### src/rtl/johnson_counter_gen.sv
// Parametrised Johnson (twisted-ring) counter with enable, direction, parallel load,
// phase index, wrap pulse and illegal-state detection with optional self-correction.
module johnson_counter_gen #(
   parameter int               WIDTH        = 6,
   parameter logic [WIDTH-1:0] RESET_VAL    = '0,
   parameter bit               SELF_CORRECT = 1'b1,
   localparam int              PW           = $clog2(2*WIDTH)
) (
   input  logic             clk,
   input  logic             rst,
   input  logic             en,
   input  logic             dir,
   input  logic             load,
   input  logic [WIDTH-1:0] load_val,
   output logic [WIDTH-1:0] q,
   output logic [PW-1:0]    phase,
   output logic             wrap,
   output logic             illegal
);

   // A Johnson state has at most one boundary between adjacent differing bits.
   function automatic logic is_legal(input logic [WIDTH-1:0] v);
      int edges;
      edges = 0;
      for (int i = 0; i < WIDTH-1; i++) begin
         if (v[i] != v[i+1]) edges = edges + 1;
      end
      return (edges <= 1);
   endfunction

   // Low-filled patterns sit in the first half of the cycle, high-filled in the second.
   function automatic logic [PW-1:0] index_of(input logic [WIDTH-1:0] v);
      int k;
      k = $countones(v);
      if (v[0] || (k == 0)) return PW'(k);
      else                  return PW'(2*WIDTH - k);
   endfunction

   localparam logic [PW-1:0] LAST_PHASE  = PW'(2*WIDTH - 1);
   localparam logic [PW-1:0] RESET_PHASE = index_of(RESET_VAL);

   logic [WIDTH-1:0] q_reg, q_next;
   logic [PW-1:0]    phase_reg, phase_next;
   logic             wrap_reg, wrap_next;
   logic [WIDTH-1:0] up_q, dn_q;
   logic             illegal_now;

   for (genvar gi = 0; gi < WIDTH; gi++) begin : g_shift
      if (gi == 0) begin : g_up_lsb
         assign up_q[gi] = ~q_reg[WIDTH-1];
      end else begin : g_up_mid
         assign up_q[gi] = q_reg[gi-1];
      end
      if (gi == WIDTH-1) begin : g_dn_msb
         assign dn_q[gi] = ~q_reg[0];
      end else begin : g_dn_mid
         assign dn_q[gi] = q_reg[gi+1];
      end
   end

   assign illegal_now = ~is_legal(q_reg);

   always_comb begin
      q_next     = q_reg;
      phase_next = phase_reg;
      wrap_next  = 1'b0;
      if (load) begin
         q_next     = load_val;
         phase_next = is_legal(load_val) ? index_of(load_val) : '0;
      end else if (illegal_now && SELF_CORRECT) begin
         q_next     = '0;
         phase_next = '0;
      end else if (en) begin
         q_next = dir ? dn_q : up_q;
         // An illegal state keeps shifting but its phase is meaningless, so it holds.
         if (!illegal_now) begin
            if (!dir) begin
               phase_next = (phase_reg == LAST_PHASE) ? '0 : phase_reg + 1'b1;
               wrap_next  = (phase_reg == LAST_PHASE);
            end else begin
               phase_next = (phase_reg == '0) ? LAST_PHASE : phase_reg - 1'b1;
               wrap_next  = (phase_reg == '0);
            end
         end
      end
   end

   always_ff @(posedge clk) begin
      if (rst) begin
         q_reg     <= RESET_VAL;
         phase_reg <= RESET_PHASE;
         wrap_reg  <= 1'b0;
      end else begin
         q_reg     <= q_next;
         phase_reg <= phase_next;
         wrap_reg  <= wrap_next;
      end
   end

   assign q       = q_reg;
   assign phase   = phase_reg;
   assign wrap    = wrap_reg;
   assign illegal = illegal_now;

endmodule

### config.mk
export PLATFORM = sky130hd
export DESIGN_NAME = johnson_counter_gen
export DESIGN_NICKNAME = d
export VERILOG_FILES = /design/src/rtl/johnson_counter_gen.sv
export SDC_FILE = /design/constraint.sdc
export NUM_CORES = 1
export LEC_CHECK = 0
export BUFFER_PORTS_ARGS = -buffer_cell sky130_fd_sc_hd__buf_2
export CORE_ASPECT_RATIO = 1.75
export CORE_UTILIZATION = 40
export DETAILED_ROUTE_END_ITERATION = 16
export GPL_ROUTABILITY_DRIVEN = 0
export PLACE_DENSITY_LB_ADDON = 0.15
export SYNTH_ARGS = -nofsm -noshare
export SYNTH_HDL_FRONTEND = slang
export SYNTH_SLANG_ARGS = --single-unit
### constraint.sdc
create_clock -name clk -period 4.2 [get_ports clk]
set_clock_uncertainty 0.2 [all_clocks]
set_input_delay 0.42 -clock clk [delete_from_list [all_inputs] [get_ports clk]]
set_output_delay 0.42 -clock clk [all_outputs]
set_load 0.01 [all_outputs]
# --- Yosys cells after proc, flatten, opt, wreduce, memory -nomap -nowiden ---
# Cells that the tools add are included.
totals:
  ff_bits: 11
  out_inout_bits: 12
  wordCells: 69
op_classes:
  addsub: 16
  n_lt_le_gt_ge: 2
  n_eq_ne: 12
  muxes: 28
  bitwise_logic: 4
  n_reduce_logical: 4
op_table:
  columns: ["cell", "n"]
  rows:
  - ["32-bit 2-to-1 mux", 13]
  - ["32-bit by 2-bit adder with 32-bit output, second input constant", 8]
  - ["32-bit by 2-bit less-or-equal comparator with 1-bit output, second input constant", 2]
  - ["32-bit zero test", 1]
  - ["4-bit 2-to-1 mux", 8]
  - ["6-bit 2-to-1 mux", 4]
  - ["1-bit != test", 10]
  - ["1-bit by 1-bit adder with 2-bit output", 3]
  - ["3-bit by 2-bit adder with 4-bit output", 1]
  - ["4-bit by 1-bit adder with 4-bit output, second input constant", 1]
  - ["4-bit equality test, second input constant", 1]
  - ["4-bit zero test", 1]
  - ["1-bit inverter", 4]
  - ["4-bit OR reduction", 1]
  - ["4-bit by 1-bit subtractor with 4-bit output, second input constant", 1]
  - ["4-bit subtractor, first input constant", 1]
  - ["2-bit by 2-bit adder with 3-bit output", 1]
  - ["1-bit 2-to-1 mux", 3]
  - ["3-bit != test, second input constant", 1]
  - ["1-bit logical OR", 1]

# --- Depth between registers and ports, before layout ---
# Gate-level depths: netlist (run 1).
logic_depth:
  word_depth: 18
  ltp_mapped: 19
  ltp_nobuf: 18

# --- Worst setup path after synthesis (run 1) ---
# No wires, ideal clock.
synth_path:
  kind: "input to register"
  start: "input load_val[0]"
  end: "register phase_reg[3], in the netlist phase[3]"
  setup_ns: 0.095
  t_arrival_ns: 3.331
  required_time_ns: 3.905
  path_slack_ns: 0.574
  path_stages: 13
  n_path_buf: 0
  path_cell_list: "fa_1 inv_1 fa_1 inv_1 ha_1 fa_1 inv_1 ha_1 ha_1 nor2_1 nand2_1 or3_1 a221oi_1"
synth_via:
  elab_chain_len: 18
  word_cells_on_any_way: 25
synth_rtl:
  columns: ["item", "line_no", "source"]
  rows:
  - ["start: declaration", "14", "input logic [WIDTH-1:0] load_val,"]
  - ["1-bit != test", "26", "if (v[i] != v[i+1]) edges = edges + 1;"]
  - ["1-bit 2-to-1 mux", "26", null]
  - ["32-bit 2-to-1 mux", "67", "if (load) begin"]
  - ["32-bit by 2-bit adder with 32-bit output", "26", null]
  - ["32-bit 2-to-1 mux", "26", null]
  - ["32-bit 2-to-1 mux", "67", null]
  - ["32-bit by 2-bit adder with 32-bit output", "26", null]
  - ["32-bit 2-to-1 mux", "26", null]
  - ["[... 2 more ...]", null, null]
  - ["32-bit 2-to-1 mux", "26", null]
  - ["32-bit 2-to-1 mux", "67", null]
  - ["32-bit by 2-bit adder with 32-bit output", "26", null]
  - ["32-bit 2-to-1 mux", "26", null]
  - ["32-bit 2-to-1 mux", "67", null]
  - ["32-bit by 2-bit less-or-equal comparator with 1-bit output", "28", "return (edges <= 1);"]
  - ["4-bit 2-to-1 mux *", "69", "phase_next = is_legal(load_val) ? index_of(load_val) : '0;"]
  - ["4-bit 2-to-1 mux *", "67", null]
  - ["end signal: assignment", "95", "phase_reg <= phase_next;"]
  - ["end: declaration", "43", "logic [PW-1:0] phase_reg, phase_next;"]
# Every way passes the cells marked *; elsewhere a longest branch is shown, timed or not. The select of a mux whose other input is x is not followed.
# A chain may end at the register's enable or synchronous reset.

# --- Final worst setup path (run 1) ---
layout_path:
  start: "register q_reg[1], in the netlist q[1]"
  end: "output illegal"
layout_via:
  elab_chain_len: 12
  word_cells_on_any_way: 13
layout_rtl:
  columns: ["item", "line_no", "source"]
  rows:
  - ["start: declaration", "42", "logic [WIDTH-1:0] q_reg, q_next;"]
  - ["start signal: assignment", "94", "q_reg <= q_next;"]
  - ["1-bit != test", "26", null]
  - ["1-bit 2-to-1 mux", "26", null]
  - ["32-bit by 2-bit adder with 32-bit output", "26", null]
  - ["32-bit 2-to-1 mux *", "26", null]
  - ["32-bit by 2-bit adder with 32-bit output", "26", null]
  - ["32-bit 2-to-1 mux *", "26", null]
  - ["32-bit by 2-bit adder with 32-bit output", "26", null]
  - ["32-bit 2-to-1 mux *", "26", null]
  - ["32-bit by 2-bit adder with 32-bit output", "26", null]
  - ["32-bit 2-to-1 mux *", "26", null]
  - ["32-bit by 2-bit less-or-equal comparator with 1-bit output *", "28", null]
  - ["1-bit inverter (no source line) *", null, null]
  - ["end: declaration", "18", "output logic illegal"]
# Every way passes the cells marked *; elsewhere a longest branch is shown, timed or not.

==> metrics.csv, run 1 <==
stage,metric,value,unit
sta,worst slew pin tran,474.5,ps
run,max-cap violation count,0,
clocking,Sink Count,11,
logic_synthesis,Synth Area in XOR/XNOR,8.576,%
layout,sequential cell area,221.5,um^2
logic_synthesis,Post-Syn Area,1546,um^2
clocking,clock root buffer,clkbuf_8,
clocking,Clock Path Buffers,2,
floorplan,die span in x,49,um
critical_path,crit start category,flip-flop,
logic_synthesis,number of synthesized flops with an enable pin,0,
floorplan,die height,84.26,um
clocking,Post-CTS Setup Inserts,0,
logic_synthesis,post-synthesis sequential area ratio,14.24,%
floorplan,die area,4128,um^2
floorplan,Ports,23,
routing,DRT Pass-1 Iters,4,
critical_path,slowest CP cell,dfxtp_2,
sta,WHS,319.7,ps
logic_synthesis,Synth Area in Adders,14.40,%
floorplan,Core ar.,3665,um^2
layout,layout cells sized above 1,17.45,%
routing,mean number of vias per cell,5.570,
layout,FILL cells,402,
logic_synthesis,asr flop ratio synth,0,%
run_status,status,completed,
routing,drt wl/cell,14.15,um
layout,nets,240,
power,Tot Pwr,1392,uW
logic_synthesis,Post-synth top flop,dfxtp_1,
critical_path,"CP delay by family, top",adder cells,
place,Port-buffer cells,22,
logic_synthesis,Synth Area in Compound Gates,28.48,%
critical_path,Max stage delay on crit path,390,ps
critical_path,Bufs and invs on worst path,4,
critical_path,Crit Path Class,reg -> out,
sta,Setup TNS Final,0,ps
sta,"Slew Viols, Final",0,
power,Lkg Pwr,0.0007576,uW
critical_path,critical-path cell list,xor2_1 -> inv_1 -> ha_1 -> xor2_1 -> ha_1 -> nor2b_1 -> o32ai_2 -> nand2_1 -> inv_1 -> ha_1 -> nor2b_1 -> nand2b_1 -> a21o_1 -> nand2_2 -> inv_4 -> buf_2,
power,Pwr per Cell Area,814.5,nW/um^2
layout,Largest register FFs,6,
place,Setup WS pre-CTS,231.0,ps
layout,most frequent cells in the layout,"inv_1 (23), buf_2 (22), nand2_1 (14), a21oi_1 (14), ha_1 (13)",
sta,worst rel slew slack,68.32,%
grt,vias in the first global route,1395,
power,Max IR drop VDD,0.0005121,V
logic_synthesis,Synth Warn #,0,
clocking,clk slew on worst S/H paths,50,ps
sta,RSZ-0062 raised after global routing,false,
layout,number of diodes,0,
clocking,CTS resizes,0,
logic_synthesis,fraction of the mapped netlist area in simple logic gates,18.85,%
clocking,CTS tree,done,
clocking,H-Tree Depth,1,
layout,Area Overhead vs Synth,10.52,%
critical_path,crit path max fanout,9,
layout,utilization after layout,46.64,%
logic_synthesis,post-synthesis cell count,198,
logic_synthesis,Synth Register Bits,11,
critical_path,worst path arrival time,3300,ps
critical_path,Most Frequent Cell on Critical Path,ha_1,
routing,DRC violations left,0,
clocking,Num CTS Buffers,3,
sta,fmax,255.3,MHz
sta,"Setup violations, final",0,
logic_synthesis,mux contribution to synthesized area,5.178,%
routing,DRT iter0 DRCs,36,
grt,global-route wire length before repair,6.154,mm
logic_synthesis,average size of a mapped cell,7.811,um^2
routing,Via Count,1437,
floorplan,Initial Utilization,42.20,%
sta,Final Critical Period,3917,ps
layout,area of the multi-input gates,1175,um^2
floorplan,Row Count,29,
routing,WL final,3.650,mm
logic_synthesis,main combinational cell family by area after synthesis,compound AO/OA/AOI/OAI gates,
min_path,Worst Hold Class,reg -> reg,
grt,largest net degree at the start of global routing,19,
grt,initial antenna violation count,0,
logic_synthesis,Yosys cell types,50,
place,hpwl dp,2.914,mm
logic_synthesis,Post-Syn Nets,225,
clocking,Hold Buf Count CTS,0,
grt,total global routing overflow,0,
grt,Overall Global Routing Usage,18.63,%
sta,final cycle utilization of the critical path,93.26,%
critical_path,Critical Path End Type,output pin,
sta,Hold Fails Final Rpt,0,
clocking,worst skew pair latency,240,ps
layout,"most common cell after layout, fill and taps aside",inv_1,
critical_path,required time worst endpoint,3580,ps
routing,final antenna-violating net count,0,
sta,final worst slack,283.0,ps
==> logic make-up after synthesis <==
kind of cell,count (synthesis)
compound gates,60
simple gates,53
buf+inv,37
fa+ha+maj,16
xor+xnor,13
flops,11
mux,8
==> where the power goes <==
group          switching, uW  internal [uW]
combinational            629            440
sequential              71.9            145
clock                   39.9           66.7
==> cell usage after synthesis (4+ instances only) <==
cell | count | area, um^2
xor2_1 | 5 | 43.79
buf_2 | 4 | 20.02
o21ai_0 | 10 | 50.05
a22oi_1 | 8 | 60.06
nor2_1 | 8 | 30.03
nor2b_1 | 6 | 37.54
inv_1 | 23 | 86.33
a211oi_1 | 7 | 52.55
dfxtp_1 | 11 | 220.2
ha_1 | 13 | 162.7
a21oi_1 | 14 | 70.07
nor3_1 | 4 | 20.02
clkbuf_1 | 5 | 18.77
xnor2_1 | 7 | 61.31
mux2i_1 | 8 | 80.08
nand2b_1 | 4 | 25.02
nand2_1 | 14 | 52.55
==> through the flow <==
stage                     std cells  cell area (um^2)
after global placement          254              1655
final                           258              1709
after floorplan                 198              1546
after CTS                       258              1700
after global routing            258              1709
after detailed placement        254              1655
==> per-layer routing <==
| layer | GRT usage, % | up-vias | wire, um |
|---|---|---|---|
| li1 | - | 735 | - |
| met1 | 19.69 | 668 | 1540 |
| met2 | 35.61 | 26 | 1945 |
| met3 | 0.9058 | 8 | 63 |
| met4 | 10.16 | 0 | 102 |
| met5 | 0 | - | 0 |
==> final timing paths <==
check	depth (start not counted)	end	slack (ps)	from
setup / recovery	16	illegal	280	q[1]$_SDFFE_PP0P_
hold / removal	2	q[1]$_SDFFE_PP0P_	320	q[1]$_SDFFE_PP0P_
setup reg to reg	17	phase[3]$_SDFFE_PP0P_	440	q[1]$_SDFFE_PP0P_
hold reg to reg	2	q[1]$_SDFFE_PP0P_	320	q[1]$_SDFFE_PP0P_
==> final cells by class <==
cell class                      instances  share of cell area (%)
Clock buffer                            4                   2.635
Inverter                               24                   5.417
Multi-Input combinational cell        150                   68.74
Sequential cell                        11                   12.96
Tap cell                               46                   3.367
Timing Repair Buffer                   23                   6.881
==> worst register-to-register path, stage by stage, from the launching register on <==
cell,delay (ps)
dfxtp_2,390
xor2_1,200
inv_1,60
ha_1,370
xor2_1,190
ha_1,310
nor2b_1,60
o32ai_2,250
nand2_1,120
inv_1,70
ha_1,210
nor2b_1,150
nand2b_1,80
a21o_1,180
nand2_2,180
inv_4,90
nor3_4,360
a221oi_1,160
Note: power is estimated with default switching activity, not from simulation.
==> inputs of run 2 (changes only) <==
--- a/config.mk
+++ b/config.mk
@@ -11,6 +11,7 @@
 export DETAILED_ROUTE_END_ITERATION = 16
 export GPL_ROUTABILITY_DRIVEN = 0
 export PLACE_DENSITY_LB_ADDON = 0.15
+export RECOVER_POWER = 25
 export SYNTH_ARGS = -nofsm -noshare
 export SYNTH_HDL_FRONTEND = slang
 export SYNTH_SLANG_ARGS = --single-unit
==> run 2 against run 1 <==
Wire length grew 0.14%. Combinational power is essentially flat. Total power shrank 0.17%. Worst setup slack lost 2.6 ps. Core utilization shrank 0.14 points. Flip-flop and latch count is the same. Global-route usage is the same. Maximum frequency is essentially flat. Critical endpoint unchanged. Largest power group unchanged.
==> metrics.csv, run 2 (same netlist as run 1, synthesis figures left out) <==
stage,metric,value,unit,change
layout,FILL cells,404,,+0.50%
power,Pwr per Cell Area,815.5,nW/um^2,+0.12%
critical_path,critical-path cell list,xor2_1 -> inv_1 -> ha_1 -> xor2_1 -> ha_1 -> nor2b_1 -> o32ai_2 -> nand2_1 -> inv_1 -> ha_1 -> nor2b_1 -> nand2b_1 -> a21o_1 -> nand2_2 -> inv_4 -> buf_2,,
clocking,Num CTS Buffers,3,,unchanged
clocking,Clock Path Buffers,2,,unchanged
routing,final antenna-violating net count,0,,unchanged
place,Placement Cell Area,1655,um^2,unchanged
floorplan,die span in x,49,um,unchanged
routing,mean number of vias per cell,5.593,,+0.42%
floorplan,die height,84.26,um,unchanged
critical_path,slowest CP cell,dfxtp_2,,
routing,DRC violations left,0,,unchanged
routing,WL final,3.655,mm,+0.14%
sta,fmax,255.1,MHz,about the same
sta,worst slew pin tran,473.0,ps,-1.495 ps
critical_path,worst reg-to-reg setup slack,430,ps,about the same
layout,number of diodes,0,,unchanged
layout,"most common cell after layout, fill and taps aside",inv_1,,
clocking,clock root buffer,clkbuf_8,,
sta,final cycle utilization of the critical path,93.32,%,about the same
grt,Overall Global Routing Usage,18.63,%,unchanged
sta,WHS,321.5,ps,+1.796 ps
power,Max IR drop VDD,0.0005120,V,about the same
layout,Area Overhead vs Synth,10.19,%,
layout,nets,240,,unchanged
grt,largest net degree at the start of global routing,19,,unchanged
clocking,Sink Count,11,,unchanged
run,max-cap violation count,0,,unchanged
sta,Setup TNS Final,0,ps,unchanged
sta,"Slew Viols, Final",0,,unchanged
place,Port-buffer cells,22,,unchanged
critical_path,crit start category,flip-flop,,
grt,total global routing overflow,0,,unchanged
critical_path,crit path max fanout,9,,unchanged
sta,Hold Fails Final Rpt,0,,unchanged
clocking,H-Tree Depth,1,,unchanged
critical_path,Max stage delay on crit path,390,ps,about the same
critical_path,Crit Path Class,reg -> out,,
floorplan,Core ar.,3665,um^2,unchanged
place,hpwl dp,2.914,mm,unchanged
clocking,CTS tree,done,,
layout,utilization after layout,46.50,%,-0.14 points
floorplan,Row Count,29,,unchanged
routing,DRT iter0 DRCs,29,,-19%
layout,Largest register FFs,6,,unchanged
sta,worst rel slew slack,68.42,%,+0.10 points
sta,"Setup violations, final",0,,unchanged
layout,most frequent cells in the layout,"inv_1 (23), buf_2 (18), nand2_1 (14), a21oi_1 (14), ha_1 (13)",,
min_path,Worst Hold Class,reg -> reg,,
sta,RSZ-0062 raised after global routing,false,,
clocking,worst skew pair latency,240,ps,about the same
critical_path,Critical Path End Type,output pin,,
power,Lkg Pwr,0.0007416,uW,-2.1%
grt,global-route wire length before repair,6.154,mm,unchanged
routing,drt wl/cell,14.17,um,+0.14%
floorplan,Initial Utilization,42.20,%,unchanged
routing,Via Count,1443,,+0.42%
critical_path,Most Frequent Cell on Critical Path,ha_1,,
clocking,clk slew on worst S/H paths,50,ps,about the same
layout,"Design Area, Final",1704,um^2,-0.29%
critical_path,worst path arrival time,3300,ps,about the same
sta,Final Critical Period,3920,ps,+2.612 ps
floorplan,Ports,23,,unchanged
grt,initial antenna violation count,0,,unchanged
floorplan,die area,4128,um^2,unchanged
routing,DRT Pass-1 Iters,4,,unchanged
layout,layout cells sized above 1,15.57,%,-1.9 points
grt,vias in the first global route,1395,,unchanged
run_status,status,completed,,
critical_path,required time worst endpoint,3580,ps,about the same
[run 2: cell types whose count changed in the layout (fill, tap and decap cells not counted)]
cell,change
buf_2,-4
clkbuf_1,+4
[run 2: area by class of cell]
| cell class | count | area (um^2) | share of cell area (%) |
|---|---|---|---|
| Timing Repair Buffer | 23 | 112.6 | 6.608 |
| Tap cell | 46 | 57.56 | 3.377 |
| Clock buffer | 4 | 45.04 | 2.643 |
| Inverter | 24 | 92.59 | 5.433 |
| Sequential cell | 11 | 221.5 | 13.00 |
| Multi-Input combinational cell | 150 | 1175 | 68.94 |
[run 2: per-stage QoR]
stage	power [uW]	std cells	worst slack, ps
floorplan	1043	198	574.0
global placement	1249	254	353.3
detailed placement	1269	254	231.0
CTS	1382	258	104.4
global route	1525	258	23.09
finish	1390	258	280.4
[run 2: timing repair]
action                     in CTS  in global routing
resized for setup               0                  3
hold buffers                    0                  0
buffers inserted                0                  0
setup endpoints to repair       0                 10
[run 2: path summary, 6_finish.rpt]
kind	from	to	depth (start not counted)
max reg2reg	q[1]$_SDFFE_PP0P_	phase[3]$_SDFFE_PP0P_	17
max	q[1]$_SDFFE_PP0P_	illegal	16
min	q[1]$_SDFFE_PP0P_	q[1]$_SDFFE_PP0P_	2
min reg2reg	q[1]$_SDFFE_PP0P_	q[1]$_SDFFE_PP0P_	2
[run 2: per-layer routing]
| metal | share of wire, % | wire length, um | vias up | track usage, % |
|---|---|---|---|---|
| li1 | - | - | 734 | - |
| met1 | 42 | 1536 | 677 | 19.69 |
| met2 | 53 | 1948 | 24 | 35.61 |
| met3 | 1.8 | 67 | 8 | 0.9058 |
| met4 | 2.8 | 102 | 0 | 10.16 |
| met5 | 0 | 0 | - | 0 |
[run 2: report_power, final]
group / switching [uW] / internal [uW] / leakage [uW]
Clock: 39.6 / 66.6 / 0.0000228
Combinational: 629 / 437 / 0.000628
Sequential: 71.9 / 145 / 0.0000909
Total: 741 / 649 / 0.000742
[run 2: critical path: cells and delay by family (launching register included)]
family                     cells  cell delay [ps]
DFF                            1              390
adders and majority gates      3              890
buffers and inverters          4              370
and+or+nand+nor                5              590
xor gates and xnor gates       2              390
AOI/OAI and AO/OA              2              430
==> inputs of run 3 (changes only) <==
--- a/config.mk
+++ b/config.mk
@@ -8,6 +8,7 @@
 export BUFFER_PORTS_ARGS = -buffer_cell sky130_fd_sc_hd__buf_2
 export CORE_ASPECT_RATIO = 1.75
 export CORE_UTILIZATION = 40
+export CTS_BUF_LIST = sky130_fd_sc_hd__clkbuf_16
 export DETAILED_ROUTE_END_ITERATION = 16
 export GPL_ROUTABILITY_DRIVEN = 0
 export PLACE_DENSITY_LB_ADDON = 0.15
==> run 3 against run 2 <==
Wire length is 0.36% lower. Core utilization is 0.92 points higher. Maximum frequency is 0.20% higher. Critical path depth stayed put. Worst hold slack worse by 4.2 ps. First-iteration DRC count is 24% higher. Final cell count stayed put. Total power is 4.8% higher. Critical path type unchanged.
==> metrics.csv, run 3 (same netlist as run 1, synthesis figures left out) <==
stage,metric,value,unit,change
sta,Setup TNS Final,0,ps,unchanged
clocking,H-Tree Depth,1,,unchanged
grt,GR peak layer,met2,,
critical_path,critical-path cell list,xor2_1 -> inv_1 -> ha_1 -> xor2_1 -> ha_1 -> nor2b_1 -> o32ai_2 -> nand2_1 -> inv_1 -> ha_1 -> nor2b_1 -> nand2b_1 -> a21o_1 -> nand2_2 -> inv_4 -> buf_2,,
grt,largest net degree at the start of global routing,19,,unchanged
critical_path,crit path max fanout,9,,unchanged
routing,mean number of vias per cell,5.601,,+0.14%
power,Lkg Pwr,0.0007611,uW,+2.6%
routing,drt wl/cell,14.12,um,-0.36%
place,DP Cell Count,254,,unchanged
clocking,Sink Count,11,,unchanged
sta,Hold Fails Final Rpt,0,,unchanged
clocking,clk slew on worst S/H paths,40,ps,about the same
layout,layout cells sized above 1,15.57,%,unchanged
grt,initial antenna violation count,0,,unchanged
critical_path,Crit Path Class,reg -> out,,
grt,grt met2 use,35.73,%,+0.13 points
sta,"Slew Viols, Final",0,,unchanged
place,Placement Cell Area,1655,um^2,unchanged
clocking,Num CTS Buffers,3,,unchanged
clocking,CTS resizes,0,,unchanged
grt,global-route wire length before repair,6.161,mm,+0.11%
sta,fmax,255.6,MHz,+0.20%
routing,DRT Pass-1 Iters,4,,unchanged
grt,met1 Usage GRT,19.91,%,+0.22 points
sta,final cycle utilization of the critical path,93.13,%,-0.19 points
critical_path,required time worst endpoint,3580,ps,about the same
layout,nets,240,,unchanged
floorplan,die area,4128,um^2,unchanged
floorplan,die span in x,49,um,unchanged
routing,final antenna-violating net count,0,,unchanged
floorplan,Core ar.,3665,um^2,unchanged
routing,DRT iter0 DRCs,36,,+24%
clocking,Post-CTS Setup Inserts,0,,unchanged
layout,Area Overhead vs Synth,12.38,%,
power,Pwr per Cell Area,837.7,nW/um^2,+2.7%
min_path,Worst Hold Class,reg -> reg,,
clocking,Clock Path Buffers,2,,unchanged
routing,WL final,3.642,mm,-0.36%
floorplan,die height,84.26,um,unchanged
run,max-cap violation count,0,,unchanged
sta,RSZ-0062 raised after global routing,false,,
floorplan,Initial Utilization,42.20,%,unchanged
layout,most frequent cells in the layout,"inv_1 (24), buf_2 (18), nand2_1 (14), a21oi_1 (14), ha_1 (13)",,
layout,"Design Area, Final",1738,um^2,+2.0%
critical_path,Max stage delay on crit path,390,ps,about the same
sta,"Setup violations, final",0,,unchanged
critical_path,"CP delay by family, top",adder cells,,
grt,Overall Global Routing Usage,18.63,%,unchanged
sta,worst rel slew slack,68.84,%,+0.41 points
critical_path,slowest CP cell,dfxtp_2,,
place,hpwl dp,2.914,mm,unchanged
grt,total global routing overflow,0,,unchanged
floorplan,Ports,23,,unchanged
routing,DRC violations left,0,,unchanged
sta,Final Critical Period,3912,ps,-7.938 ps
clocking,worst skew pair latency,230,ps,about the same
layout,Largest register FFs,6,,unchanged
grt,vias in the first global route,1381,,-1.0%
layout,"most common cell after layout, fill and taps aside",inv_1,,
sta,worst slew pin tran,466.8,ps,-6.196 ps
grt,met3 Use GR,1.449,%,+0.54 points
critical_path,Bufs and invs on worst path,4,,unchanged
critical_path,crit start category,flip-flop,,
routing,Via Count,1445,,+0.14%
layout,number of diodes,0,,unchanged
critical_path,Most Frequent Cell on Critical Path,ha_1,,
clocking,clock root buffer,clkbuf_16,,
floorplan,Row Count,29,,unchanged
layout,final std cells w/o fill,258,,unchanged
place,Port-buffer cells,22,,unchanged
run_status,status,completed,,
critical_path,Critical Path End Type,output pin,,
clocking,CTS tree,done,,
critical_path,worst path arrival time,3290,ps,about the same
power,Max IR drop VDD,0.0005554,V,+8.5%
clocking,Hold Buf Count CTS,0,,unchanged
## run 3: cell count changes in the layout (fill, tap and decap cells not counted), sizes merged
| cell | change |
|---|---|
| clkbuf | -1 |
| inv | +1 |
## run 3: power breakdown
part           switching (uW)  internal [uW]
sequential               71.2            145
clock                    45.1            125
combinational             632            437
## run 3: worst min-delay path: cells and delay by family (launching register included)
kind                   cells  cell delay, ps
buffers and inverters      1              60
flip-flops                 1             350
AO/OA/AOI/OAI              1              60
## run 3: path summary, 6_finish.rpt
path | slack [ps] | depth (start not counted) | start | endpoint
setup / recovery | 290 | 16 | q[1]$_SDFFE_PP0P_ | illegal
setup reg to reg | 440 | 17 | q[1]$_SDFFE_PP0P_ | phase[3]$_SDFFE_PP0P_
hold / removal | 320 | 2 | q[1]$_SDFFE_PP0P_ | q[1]$_SDFFE_PP0P_
hold reg to reg | 320 | 2 | q[1]$_SDFFE_PP0P_ | q[1]$_SDFFE_PP0P_
## run 3: metal layers
metal | vias to the layer above | routed length (um)
met3 | 8 | 77
met5 | - | 0
met1 | 677 | 1519
met4 | 0 | 101
li1 | 734 | -
met2 | 26 | 1944
## run 3: final cells by class
cell class	count	area [um^2]
inverters	24	92.59
fillers	394	1927
well taps	46	57.56
clock buffers	3	75.07
flip-flops and latches	11	221.5
repair buffers	23	112.6
clock inverters	1	3.754
multi-input cells	150	1175
## run 3: stage by stage
stage | total power, uW | hold WS (ps) | worst slack [ps] | utilization [%]
global placement | 1249 | 318.7 | 353.3 | 45.17
CTS | 1446 | 329.9 | 113.1 | 47.32
floorplan | 1043 | 323.8 | 574.0 | -
global route | 1590 | 328.8 | 34.43 | 47.42
detailed placement | 1269 | 323.0 | 231.0 | 45.17
finish | 1456 | 317.3 | 288.4 | 47.42
